`src/rtl/uart_pkg.sv`:
```
// Shared UART definitions used by both the transmit and receive ends.
// Holds the frame state encoding, the default bit period, the line levels of the
// framing bits and a parity helper, so both ends of the link agree on framing.
package uart_pkg;

    // Frame states; the numeric encoding is shared with the receiver.
    typedef enum logic [2:0] {
        StIdle   = 3'd0,
        StStart  = 3'd1,
        StData   = 3'd2,
        StParity = 3'd3,
        StStop   = 3'd4
    } uart_state_e;

    // System clocks per serial bit (10 at 50 MHz matches the receiver bench).
    localparam int unsigned DefaultClksPerBit = 10;

    localparam int unsigned DataBits      = 8;
    localparam logic        IdleLevel     = 1'b1;
    localparam logic        StartBitLevel = 1'b0;
    localparam logic        StopBitLevel  = 1'b1;

    // Parity bit for a byte: even parity by default, inverted for odd.
    function automatic logic calc_parity(input logic [DataBits-1:0] data, input logic odd);
        return (^data) ^ odd;
    endfunction

endpackage

```
`src/rtl/uart_baud_cnt.sv`:
```
// Bit-period counter shared by the UART transmitter and receiver.
// Counts system clocks 0..CLKS_PER_BIT-1 while enabled and flags the last count.
// Held at zero while disabled so every frame starts on a fresh bit period.
// Ports:
//   clk        - system clock, rising edge
//   rst_n      - synchronous active-low reset
//   en_i       - count enable (high while a frame is in progress)
//   bit_tick_o - high in the final clock of each bit period
module uart_baud_cnt
    import uart_pkg::*;
#(
    parameter int unsigned CLKS_PER_BIT = DefaultClksPerBit
) (
    input  logic clk,
    input  logic rst_n,
    input  logic en_i,
    output logic bit_tick_o
);

    localparam int unsigned    CntW   = $clog2(CLKS_PER_BIT);
    localparam logic [CntW-1:0] CntMax = CntW'(CLKS_PER_BIT - 1);

    logic [CntW-1:0] cnt_q, cnt_d;

    assign bit_tick_o = en_i && (cnt_q == CntMax);

    always_comb begin
        cnt_d = '0;
        // Wrap to zero on the bit boundary and whenever the counter is idle.
        if (en_i && !bit_tick_o) begin
            cnt_d = cnt_q + CntW'(1);
        end
    end

    always_ff @(posedge clk) begin
        if (!rst_n) begin
            cnt_q <= '0;
        end else begin
            cnt_q <= cnt_d;
        end
    end

endmodule

```
`src/rtl/uart_tx.sv`:
```
// UART transmitter: sends start bit, 8 data bits LSB first, optional parity and
// 1 or 2 stop bits. All outputs are registered; each output register is loaded
// with the value belonging to the state being entered.
// Ports:
//   clk        - system clock, rising edge
//   rst_n      - synchronous active-low reset
//   tx_start_i - send request, sampled only while idle
//   data_i     - byte to send, captured on the accepting edge
//   tx_o       - serial line, idle high
//   tx_busy_o  - high from the cycle after acceptance until the frame completes
//   tx_done_o  - one-cycle pulse in the first idle cycle after the frame
module uart_tx
    import uart_pkg::*;
#(
    parameter int unsigned CLKS_PER_BIT = DefaultClksPerBit,
    parameter int unsigned PARITY_EN    = 0,
    parameter int unsigned PARITY_ODD   = 0,
    parameter int unsigned STOP_BITS    = 1
) (
    input  logic       clk,
    input  logic       rst_n,
    input  logic       tx_start_i,
    input  logic [7:0] data_i,
    output logic       tx_o,
    output logic       tx_busy_o,
    output logic       tx_done_o
);

    localparam logic       OddParity = (PARITY_ODD != 0);
    localparam logic [2:0] LastStop  = 3'(STOP_BITS - 1);
    localparam logic [2:0] LastData  = 3'(DataBits - 1);

    uart_state_e state_q, state_d;
    logic [7:0]  shift_q, shift_d;
    logic [2:0]  idx_q, idx_d;     // data bit index, reused as stop bit index
    logic        par_q, par_d;
    logic        tx_q, tx_d;
    logic        busy_q, busy_d;
    logic        done_q, done_d;
    logic        bit_tick;

    uart_baud_cnt #(
        .CLKS_PER_BIT(CLKS_PER_BIT)
    ) u_baud_cnt (
        .clk       (clk),
        .rst_n     (rst_n),
        .en_i      (state_q != StIdle),
        .bit_tick_o(bit_tick)
    );

    always_comb begin
        state_d = state_q;
        shift_d = shift_q;
        idx_d   = idx_q;
        par_d   = par_q;
        done_d  = 1'b0;

        unique case (state_q)
            StIdle: begin
                if (tx_start_i) begin
                    shift_d = data_i;
                    par_d   = calc_parity(data_i, OddParity);
                    state_d = StStart;
                end
            end
            StStart: begin
                if (bit_tick) begin
                    idx_d   = '0;
                    state_d = StData;
                end
            end
            StData: begin
                if (bit_tick) begin
                    if (idx_q == LastData) begin
                        idx_d   = '0;
                        state_d = (PARITY_EN != 0) ? StParity : StStop;
                    end else begin
                        idx_d   = idx_q + 3'd1;
                        // Current bit always sits in shift_q[0].
                        shift_d = shift_q >> 1;
                    end
                end
            end
            StParity: begin
                if (bit_tick) begin
                    idx_d   = '0;
                    state_d = StStop;
                end
            end
            StStop: begin
                if (bit_tick) begin
                    if (idx_q == LastStop) begin
                        idx_d   = '0;
                        done_d  = 1'b1;
                        state_d = StIdle;
                    end else begin
                        idx_d = idx_q + 3'd1;
                    end
                end
            end
            default: state_d = StIdle;
        endcase

        // Line level for the state being entered keeps tx_o purely registered.
        unique case (state_d)
            StIdle:   tx_d = IdleLevel;
            StStart:  tx_d = StartBitLevel;
            StData:   tx_d = shift_d[0];
            StParity: tx_d = par_d;
            StStop:   tx_d = StopBitLevel;
            default:  tx_d = IdleLevel;
        endcase

        busy_d = (state_d != StIdle);
    end

    always_ff @(posedge clk) begin
        if (!rst_n) begin
            state_q <= StIdle;
            shift_q <= '0;
            idx_q   <= '0;
            par_q   <= 1'b0;
            tx_q    <= IdleLevel;
            busy_q  <= 1'b0;
            done_q  <= 1'b0;
        end else begin
            state_q <= state_d;
            shift_q <= shift_d;
            idx_q   <= idx_d;
            par_q   <= par_d;
            tx_q    <= tx_d;
            busy_q  <= busy_d;
            done_q  <= done_d;
        end
    end

    assign tx_o      = tx_q;
    assign tx_busy_o = busy_q;
    assign tx_done_o = done_q;

endmodule

```
`config.mk`:
```
export PLATFORM = sky130hd
export DESIGN_NAME = uart_tx
export DESIGN_NICKNAME = d
export VERILOG_FILES = /design/src/rtl/uart_pkg.sv /design/src/rtl/uart_baud_cnt.sv /design/src/rtl/uart_tx.sv
export SDC_FILE = /design/constraint.sdc
export NUM_CORES = 1
export LEC_CHECK = 0
export CAP_MARGIN = 20
export CORE_UTILIZATION = 45
export DETAILED_ROUTE_END_ITERATION = 10
export DONT_BUFFER_PORTS = 1
export PLACE_DENSITY_LB_ADDON = 0.25
export SETUP_SLACK_MARGIN = 0.4
export SKIP_LAST_GASP = 1
export SLEW_MARGIN = 20
export SYNTH_ARGS = -nofsm -noshare
export SYNTH_HDL_FRONTEND = slang
export SYNTH_SLANG_ARGS = --single-unit
```
`constraint.sdc`:
```
create_clock -name clk -period 3.26 [get_ports clk]
set_input_delay 0.326 -clock clk [delete_from_list [all_inputs] [get_ports clk]]
set_output_delay 0.326 -clock clk [all_outputs]
set_load 0.005 [all_outputs]
```
# After elaboration in Yosys (flattened, before gate mapping)
# Cells that the tools add are included.
[word_totals] regBits=22 word_cells=62 out_inout_bits=3 inputBits=11
[classes] muxes=22 eq_ne=14 addsub=2 reduce_logical=15
[op_table] op="$mux 3" count=12
[op_table] op="$mux 8" count=3
[op_table] op="$pmux 8 s2" count=1
[op_table] op="$pmux 3 s5" count=1
[op_table] op="$eq 3x2->1 const B" count=4
[op_table] op="$pmux 3 s3" count=1
[op_table] op="$reduce_bool 3->1" count=3
[op_table] op="$reduce_and 4->1" count=2
[op_table] op="$reduce_xor 8->1" count=1
[op_table] op="$eq 3x1->1 const B" count=2
[op_table] op="$eq 3x3->1 const B" count=2
[op_table] op="$logic_not 3->1" count=2
[op_table] op="$ne 2x1->1 const B" count=3
[op_table] op="$add 4x1->4 const B" count=1
[op_table] op="$eq 4x4->1 const B" count=1
[op_table] op="$ne 2x2->1 const B" count=2
[op_table] op="$add 3x1->3 const B" count=1
[op_table] op="$mux 1" count=3
[op_table] op="$pmux 1 s3" count=1
[op_table] op="$reduce_and 3->1" count=1
[op_table] op="$logic_and 1x1->1" count=2
[op_table] op="$reduce_and 2->1" count=1
[op_table] op="$reduce_bool 2->1" count=1
[op_table] op="$reduce_or 2->1" count=1
[op_table] op="$logic_not 1->1" count=1

# Longest topological paths before layout
# Gate-level depths: netlist (run 1).
[logic_depth] word_depth=6 ltp_mapped=7 ltp_nobuf=6

# Modules after synthesis
# Synthesis (run 1) repeated with hierarchy kept, for this count alone.
[hier_totals] cells_unflattened=126 area_unflattened_um2=1167.4
[modules_own_cells] mod="uart_tx" area_each_um2=989.7 n_inst=1 cells_each=109
[modules_own_cells] mod="uart_baud_cnt" area_each_um2=177.7 n_inst=1 cells_each=17

# Worst setup path before layout (run 1)
# Ideal clock, no wire load.
[synth_path] path_kind="register to register" start="register idx_q[0]" end="register tx_q (netlist: tx_o)" period_less_slack_ns=1.659 stages_incl_launch_ff=6 n_path_buf=0 setup_slack_ns=1.601 arrival_ns=1.577 setup_time_ns=0.082 path_cell_list="dfxtp_1 ha_1 ha_1 or4_4 a31o_1 o2111ai_1"
[synth_between] elab_chain_cells=6 word_cells_on_any_way=14 cone_classes="eq/ne (4); mux (9); reduce/logical (1)"
[synth_lines] element="start: declaration" line_no="uart_tx.sv:35" text="logic [2:0] idx_q, idx_d;"
[synth_lines] element="start signal: assignment" line_no="uart_tx.sv:129" text="idx_q <= idx_d;"
[synth_lines] element="$eq 3x3->1 / $logic_not 3->1 (equally long branches)" line_no="uart_tx.sv:74, uart_tx.sv:92"
[synth_lines] element="$mux 3, on equally long branches" line_no="uart_tx.sv:74, uart_tx.sv:92"
[synth_lines] element="$mux 3, on equally long branches" line_no="uart_tx.sv:73, uart_tx.sv:91"
[synth_lines] element="$pmux 3 s5" line_no="uart_tx.sv:58" text="unique case (state_q)"
[synth_lines] element="$eq 3x2->1 / $eq 3x1->1 (equally long branches)" line_no="uart_tx.sv:105" text="unique case (state_d)"
[synth_lines] element="$pmux 1 s3 (*)" line_no="uart_tx.sv:105"
[synth_lines] element="end signal: assignment" line_no="uart_tx.sv:123" text="tx_q <= IdleLevel;"
[synth_lines] element="end signal: assignment" line_no="uart_tx.sv:131" text="tx_q <= tx_d;"
[synth_lines] element="end: declaration" line_no="uart_tx.sv:37" text="logic tx_q, tx_d;"
# Mark *: on every way between the ends. The rest lies on a longest branch, timed or not. The select of a mux whose other input is x is not followed.
# A chain may end at the register's enable or synchronous reset.

# Worst setup path in the final report (run 1)
[layout_path] start="register state_q[1]" end="register tx_q (netlist: tx_o)"
[layout_between] elab_chain_cells=6 word_cells_on_any_way=22 cone_classes="eq/ne (7); mux (12); reduce/logical (3)"
[layout_lines] element="start: declaration" line_no="uart_tx.sv:33" text="uart_state_e state_q, state_d;"
[layout_lines] element="start signal: assignment" line_no="uart_tx.sv:119" text="state_q <= StIdle;"
[layout_lines] element="start signal: assignment" line_no="uart_tx.sv:127" text="state_q <= state_d;"
[layout_lines] element="$reduce_bool 3->1" line_no="uart_tx.sv:47" text=".en_i (state_q != StIdle),"
[layout_lines] element="$logic_and 1x1->1" line_no="uart_baud_cnt.sv:25" text="assign bit_tick_o = en_i && (cnt_q == CntMax);"
[layout_lines] element="$mux 3, on equally long branches"
[layout_lines] element="$pmux 3 s5" line_no="uart_tx.sv:58"
[layout_lines] element="$eq 3x2->1 / $eq 3x1->1 (equally long branches)" line_no="uart_tx.sv:105"
[layout_lines] element="$pmux 1 s3 (*)" line_no="uart_tx.sv:105"
# Marked as above.

==> results of run 1 <==
-- layout make-up --
cell class	instances	area [sq um]	share of cell area
multi-input combinational	91	639	0.547
tap	28	35.0	0.0299
clock buffer	4	36.3	0.0310
sequential	22	440	0.376
inverter	5	18.8	0.0160
-- registers in the layout (all words and copies together) (netlist names) --
register	count
tx_done_o	1
tx_o	1
idx_q	3
tx_busy_o	1
u_baud_cnt.cnt_q	4
shift_q	8
state_q	3
par_q	1
-- path summary, 6_finish.rpt --
check / slack [ns] / cells past startpoint / endpoint / startpoint
setup / recovery: 1.30 / 4 / tx_o$_SDFF_PN1_ / state_q[1]$_SDFF_PN0_
hold / removal: 0.1 / 1 / tx_o$_SDFF_PN1_ / rst_n
setup reg to reg: 1.30 / 4 / tx_o$_SDFF_PN1_ / state_q[1]$_SDFF_PN0_
hold reg to reg: 0.48 / 1 / u_baud_cnt.cnt_q[0]$_SDFF_PN0_ / u_baud_cnt.cnt_q[0]$_SDFF_PN0_
-- cells in the final DEF, fill, tap and decap left out, drive strengths merged, types with 3 or more instances in the layout --
cell | Yosys | layout
nor2 | 10 | 10
o21ai | 7 | 7
ha | 5 | 5
inv | 5 | 5
xnor2 | 8 | 8
nor3 | 3 | 3
clkbuf | 3 | 4
a21oi | 9 | 9
nand3 | 4 | 4
dfxtp | 22 | 22
a22oi | 6 | 6
nand2 | 4 | 4
-- power by group through the flow --
stage          sequential (mW)  combinational, mW  clock [mW]
6_report                 0.289             0.0576       0.151
5_1_grt                  0.291             0.0646       0.168
4_1_cts                  0.289             0.0577       0.155
3_5_place_dp             0.295             0.0570           0
3_3_place_gp             0.295             0.0565           0
2_1_floorplan            0.293             0.0508           0
-- layer usage --
metal	routed length, um	share of wire	global-route usage
met1	1140	0.52	0.264
met2	976	0.44	0.252
met3	62	0.028	0.0380
met4	12	0.0055	0.0766
met5	0	0	0
-- logic make-up after synthesis --
kind of cell,share of synthesized area
flip-flops,0.393
XOR/XNOR,0.0704
AO/OA/AOI/OAI,0.226
buffers and inverters,0.0413
multiplexers,0.00894
AND/OR/NAND/NOR,0.204
adder cells (fa/ha/maj),0.0559
-- Yosys cell counts, types with 2 or more instances --
cell | n | area, sq um
a21oi_1 | 9 | 45.0
o21bai_1 | 2 | 15.0
a211oi_1 | 2 | 15.0
xnor2_1 | 8 | 70.1
dfxtp_1 | 22 | 440
inv_1 | 5 | 18.8
o21ai_0 | 7 | 35.0
a31oi_1 | 2 | 12.5
or3_1 | 2 | 12.5
nor2b_1 | 2 | 12.5
a22oi_1 | 6 | 45.0
clkbuf_1 | 3 | 11.3
nor3_1 | 3 | 15.0
nand2b_1 | 2 | 12.5
nand3_1 | 4 | 20.0
nand2_1 | 4 | 15.0
ha_1 | 5 | 62.6
nor2_1 | 10 | 37.5
-- worst register-to-register path, cell delays in order, from the launching register on --
cell and delay (ns):
dfxtp_1 0.45, nor4b_2 0.86, o21ba_2 0.27, a211o_1 0.22, o2111ai_1 0.09
-- through the flow --
step           std cells  cell area (sq um)  hold WS, ns  setup WS [ns]
6_report             150               1170       0.0956           1.30
5_1_grt              150               1170       0.0877           1.08
4_1_cts              150               1170       0.0916           1.28
3_5_place_dp         146               1130        0.412           1.31
3_3_place_gp         146               1130        0.411           1.38
2_1_floorplan        123               1120        0.407           1.60
==> qor.log, run 1 <==
qor: run_status.status completed
qor: cts.clockRootBuffer clkbuf_4
qor: cts.worstSkewPairLatency 0.30 ns
qor: die.floorplan.rows 17
qor: critical_path.critical_path_peak_fanout 13
qor: cts.cts-htree-levels 1
qor: power.power.density_cell_area 425 nW/um^2
qor: sta.finalSetupViolations 0
qor: detailed_routing.drtAntennaViolNets 0
qor: critical_path.largest_stage_delay_worst_path 0.86 ns
qor: run.max_cap_violations 0
qor: sta.fin_crit_sh 0.602
qor: global_routing.gr-total-overflow 0
qor: logic_synthesis.post_synth_num_cell_types 43
qor: power.power.leakage 0.397 nW
qor: logic_synthesis.ys_seq_elements 22
qor: die.initial_utilization 0.492
qor: cts.cts_buffers 3
qor: layout.final_cell_utilization_of_the_core 0.514
qor: place.numPortBuffers 0
qor: global_routing.grt_antenna_before_repair 0
qor: min_path.worst_hold_path_type input port to register
qor: die.number_of_top_level_pins 14
qor: power.finalPower 0.497 mW
qor: sta.tightest_slew 0.997 ns
qor: cts.clock_slew_at_reported_path_ffs 0.12 ns
qor: critical_path.critical_path_required 3.49 ns
qor: sta.final.setup.tns 0 ns
qor: critical_path.timing_worst_setup_path_type register to register
qor: global_routing.grtUsageTotal 0.181
qor: detailed_routing.detail_route.wl_per_cell 14.6 um
qor: sta.max_slew_violations 0
qor: cts.cts.sink_count 22
qor: die.die_width 51.9 um
qor: sta.max_clock_freq 510 MHz
qor: cts.holdBufCountCts 0
qor: layout.finalNetCount 139
qor: power.comb_power_share 0.116
qor: die.floorplan.die_area 2690 sq um
qor: cts.post-cts-setup-buffers 0
qor: detailed_routing.detailedRoute.firstPassIterationCount 4
qor: place.gpl.final_weighted_congestion 0.812
qor: cts.ctsLongestPathBuffers 2
qor: power.switchingPower 0.121 mW
qor: logic_synthesis.synth-async-reset-ratio 0
qor: logic_synthesis.syn_inst 123
qor: detailed_routing.drt_iter0_markers 28
qor: critical_path.end_kind register
qor: sta.grt_setup_unrepaired no
qor: global_routing.grt_start_max_net_pins 16
qor: logic_synthesis.avgSynthCellArea 9.10 sq um
qor: logic_synthesis.synth.yosys.warnings 0
qor: detailed_routing.drt-vias-per-instance 5.87
qor: layout.synthToLayoutAreaGrowth 4.47%
qor: sta.hold_viol 0
qor: detailed_routing.detailroute.via_count 880
qor: die.placeableCoreArea 2280 sq um
qor: power.internal-power 0.376 mW
qor: detailed_routing.drc 0
qor: die.die-height 51.9 um
qor: cts.cts_tree yes
qor: detailed_routing.routed_wl 2200 um
qor: logic_synthesis.synth-edff-count 0
qor: critical_path.timing.critical_path.max_delay_family simple AND/OR/NAND/NOR gates
qor: power.pwr-share-seq 0.581
qor: logic_synthesis.sequential_share_of_the_synthesized_area 0.393
qor: critical_path.cp_slowest_cell nor4b_2
qor: global_routing.grt_pass1_wl 3580 um
qor: critical_path.critPathBufInv 0
qor: logic_synthesis.syn_nets 139
qor: logic_synthesis.mappedNetlistArea 1120 sq um
qor: cts.total_of_cells_resized_after_clock_tree_synthesis 0
qor: layout.layout-drive-gt1-share 0.0820
qor: place.hpwl 1630 um
qor: global_routing.grt_pass1_vias 786
qor: power.power.share.clock 0.303
qor: layout.antenna_cells_inserted 0
qor: sta.final.min_clock_period 1.96 ns
qor: layout.fill_cell_count 207
qor: power.swShare 0.243
qor: critical_path.critical_path.cell_chain nor4b_2 -> o21ba_2 -> a211o_1 -> o2111ai_1
qor: power.vdd.ir_drop.worst 0.267 mV
qor: critical_path.crit_path_start_kind register
qor: sta.worst_slew_margin_rel 0.334
qor: logic_synthesis.postSynth.topFlopCell dfxtp_1
qor: critical_path.worst-endpoint-arrival 2.20 ns
qor: sta.fin_worst_skew 0.00188 ns
Note: power is estimated with default switching activity, not from simulation.
==> run 2, diff against run 1 <==
==> constraint.sdc (replaced) <==
create_clock -name clk -period 1.7 [get_ports clk]
set_input_delay 0.17 -clock clk [delete_from_list [all_inputs] [get_ports clk]]
set_output_delay 0.17 -clock clk [all_outputs]
set_load 0.005 [all_outputs]
==> run 2 against run 1 <==
Effect of this change: final area increased by 40%; global-route usage increased by 4.0 points; die area unchanged; register-to-register slack got worse by 1.2 ns; maximum frequency increased by 26%; power increased by 130%; via count increased by 20%; sequential cell count unchanged; clock skew increased by 0.0078 ns; hold slack got worse by 0.073 ns; critical endpoint unchanged.
==> qor.log, run 2 (synthesis gave the netlist of run 1 again) <==
qor: layout.postLayoutCellArea 1640 sq um
qor: die.floorplan.die_area 2690 sq um
qor: global_routing.grt_start_max_net_pins 16
qor: min_path.worst_hold_path_type input port to register
qor: global_routing.grtUsageTotal 0.220
qor: power.vdd.ir_drop.worst 0.897 mV
qor: critical_path.reg2reg_setup_slack 0.14 ns
qor: min_path.hold_path_startpoint data_i[7]
qor: global_routing.gr-total-overflow 0
qor: layout.mostFrequentLayoutCells 19 x buf_4, 15 x dfxtp_1, 8 x xnor2_1, 8 x nor2_1, 7 x a21oi_1
qor: die.floorplan.rows 17
qor: cts.clockRootBuffer clkbuf_4
qor: power.power.leakage 0.612 nW
qor: run_status.status completed
qor: layout.fill_cell_count 150
qor: layout.synthToLayoutAreaGrowth 46.4%
qor: cts.cts.sink_count 22
qor: sta.max_clock_freq 640 MHz
qor: layout.largest-register shift_q
qor: sta.fin_crit_sh 0.919
qor: detailed_routing.detail_route.wl_per_cell 17.8 um
qor: cts.worstSkewPairLatency 0.33 ns
qor: place.placement.cell_area 1210 sq um
qor: cts.clock_slew_at_reported_path_ffs 0.13 ns
qor: layout.layout-drive-gt1-share 0.470
qor: place.hpwl 1720 um
qor: detailed_routing.drc 0
qor: layout.largest_registers shift_q (8), u_baud_cnt.cnt_q (4)
qor: critical_path.timing_worst_setup_path_type register to register
qor: die.initial_utilization 0.492
qor: detailed_routing.drtAntennaViolNets 0
qor: sta.max_slew_violations 0
qor: detailed_routing.detailroute.via_count 1060
qor: cts.cts_buffers 3
qor: die.number_of_top_level_pins 14
qor: detailed_routing.routed_wl 3150 um
qor: die.die_width 51.9 um
qor: layout.finalNetCount 166
qor: sta.worst_slew_margin_rel 0.604
qor: layout.final_common_cell buf_4
qor: layout.max_ffs_per_register 8
qor: cts.cts-htree-levels 1
qor: layout.final_cell_utilization_of_the_core 0.720
qor: sta.hold_viol 0
qor: detailed_routing.drt_iter0_markers 26
qor: critical_path.r2r_path_start u_baud_cnt.cnt_q[0]$_SDFF_PN0_
qor: critical_path.crit_path_start_kind register
qor: sta.fin_worst_skew 0.00972 ns
qor: place.gpl.final_weighted_congestion 0.804
qor: detailed_routing.detailedRoute.firstPassIterationCount 4
qor: critical_path.timing.critical_path.from u_baud_cnt.cnt_q[0]$_SDFF_PN0_
qor: global_routing.grt_pass1_wl 4340 um
qor: die.placeableCoreArea 2280 sq um
qor: detailed_routing.drt-vias-per-instance 5.99
qor: global_routing.grt_antenna_before_repair 0
qor: cts.cts_tree yes
qor: critical_path.worst-endpoint-arrival 1.83 ns
qor: critical_path.end_kind register
qor: run.max_cap_violations 0
qor: die.die-height 51.9 um
qor: power.power.density_cell_area 712 nW/um^2
qor: global_routing.grt_pass1_vias 969
qor: layout.antenna_cells_inserted 0
qor: place.numPortBuffers 0
qor: sta.grt_setup_unrepaired yes
qor: sta.finalSetupViolations 0
qor: cts.ctsLongestPathBuffers 2
qor: sta.tightest_slew 0.593 ns
qor: sta.final.min_clock_period 1.56 ns
qor: critical_path.critical_path_peak_fanout 5
qor: power.finalPower 1.17 mW
qor: sta.final.hold.worst_slack 0.0230 ns
qor: critical_path.critical_path_required 1.96 ns
qor: sta.final.setup.tns 0 ns
run 2: final timing paths:
kind,to,cells after the start
min,shift_q[7]$_SDFFE_PN0P_,2
min reg2reg,u_baud_cnt.cnt_q[0]$_SDFF_PN0_,1
max reg2reg,tx_o$_SDFF_PN1_,6
max,tx_o$_SDFF_PN1_,6
run 2: through the flow:
| step | instances | worst slack [ns] |
|---|---|---|
| floorplan | 123 | 0.195 |
| global placement | 149 | 0.147 |
| detailed placement | 149 | 0.128 |
| CTS | 166 | 0.198 |
| global route | 177 | 0.0628 |
| finish | 177 | 0.137 |
run 2: cell type report:
class / count / area, sq um / area share
multi-input cells: 91 / 833 / 0.508
flip-flops and latches: 22 / 459 / 0.280
well taps: 28 / 35.0 / 0.0214
repair buffers: 27 / 240 / 0.147
clock inverters: 1 / 30.0 / 0.0183
clock buffers: 3 / 22.5 / 0.0137
inverters: 5 / 18.8 / 0.0115
run 2: repair_timing:
action / in CTS / in global routing
pin swaps: 6 / 20
buffers inserted: 12 / 11
hold buffers: 1 / 0
endpoints found under the hold margin: 3 / 0
setup endpoints to repair: 15 / 16
gates resized for setup: 15 / 27
run 2: per-layer routing:
metal,vias to the layer above,part of all wire,routed length [um],track usage
li1,501,-,-,-
met1,525,0.43,1340,0.286
met2,28,0.49,1530,0.353
met3,6,0.068,214,0.0731
met4,0,0.018,58,0.0450
met5,-,0,0,0
run 2: power breakdown:
| group | internal [mW] | total, mW | switching [mW] |
|---|---|---|---|
| clock network | 0.239 | 0.415 | 0.176 |
| logic | 0.108 | 0.197 | 0.0899 |
| registers | 0.536 | 0.554 | 0.0180 |
run 2: critical path, stage by stage (launching register included):
cell,delay (ns)
dfxtp_4,0.40
ha_4,0.14
nand3b_4,0.11
buf_6,0.14
or3_4,0.37
a211o_1,0.27
o2111ai_2,0.06
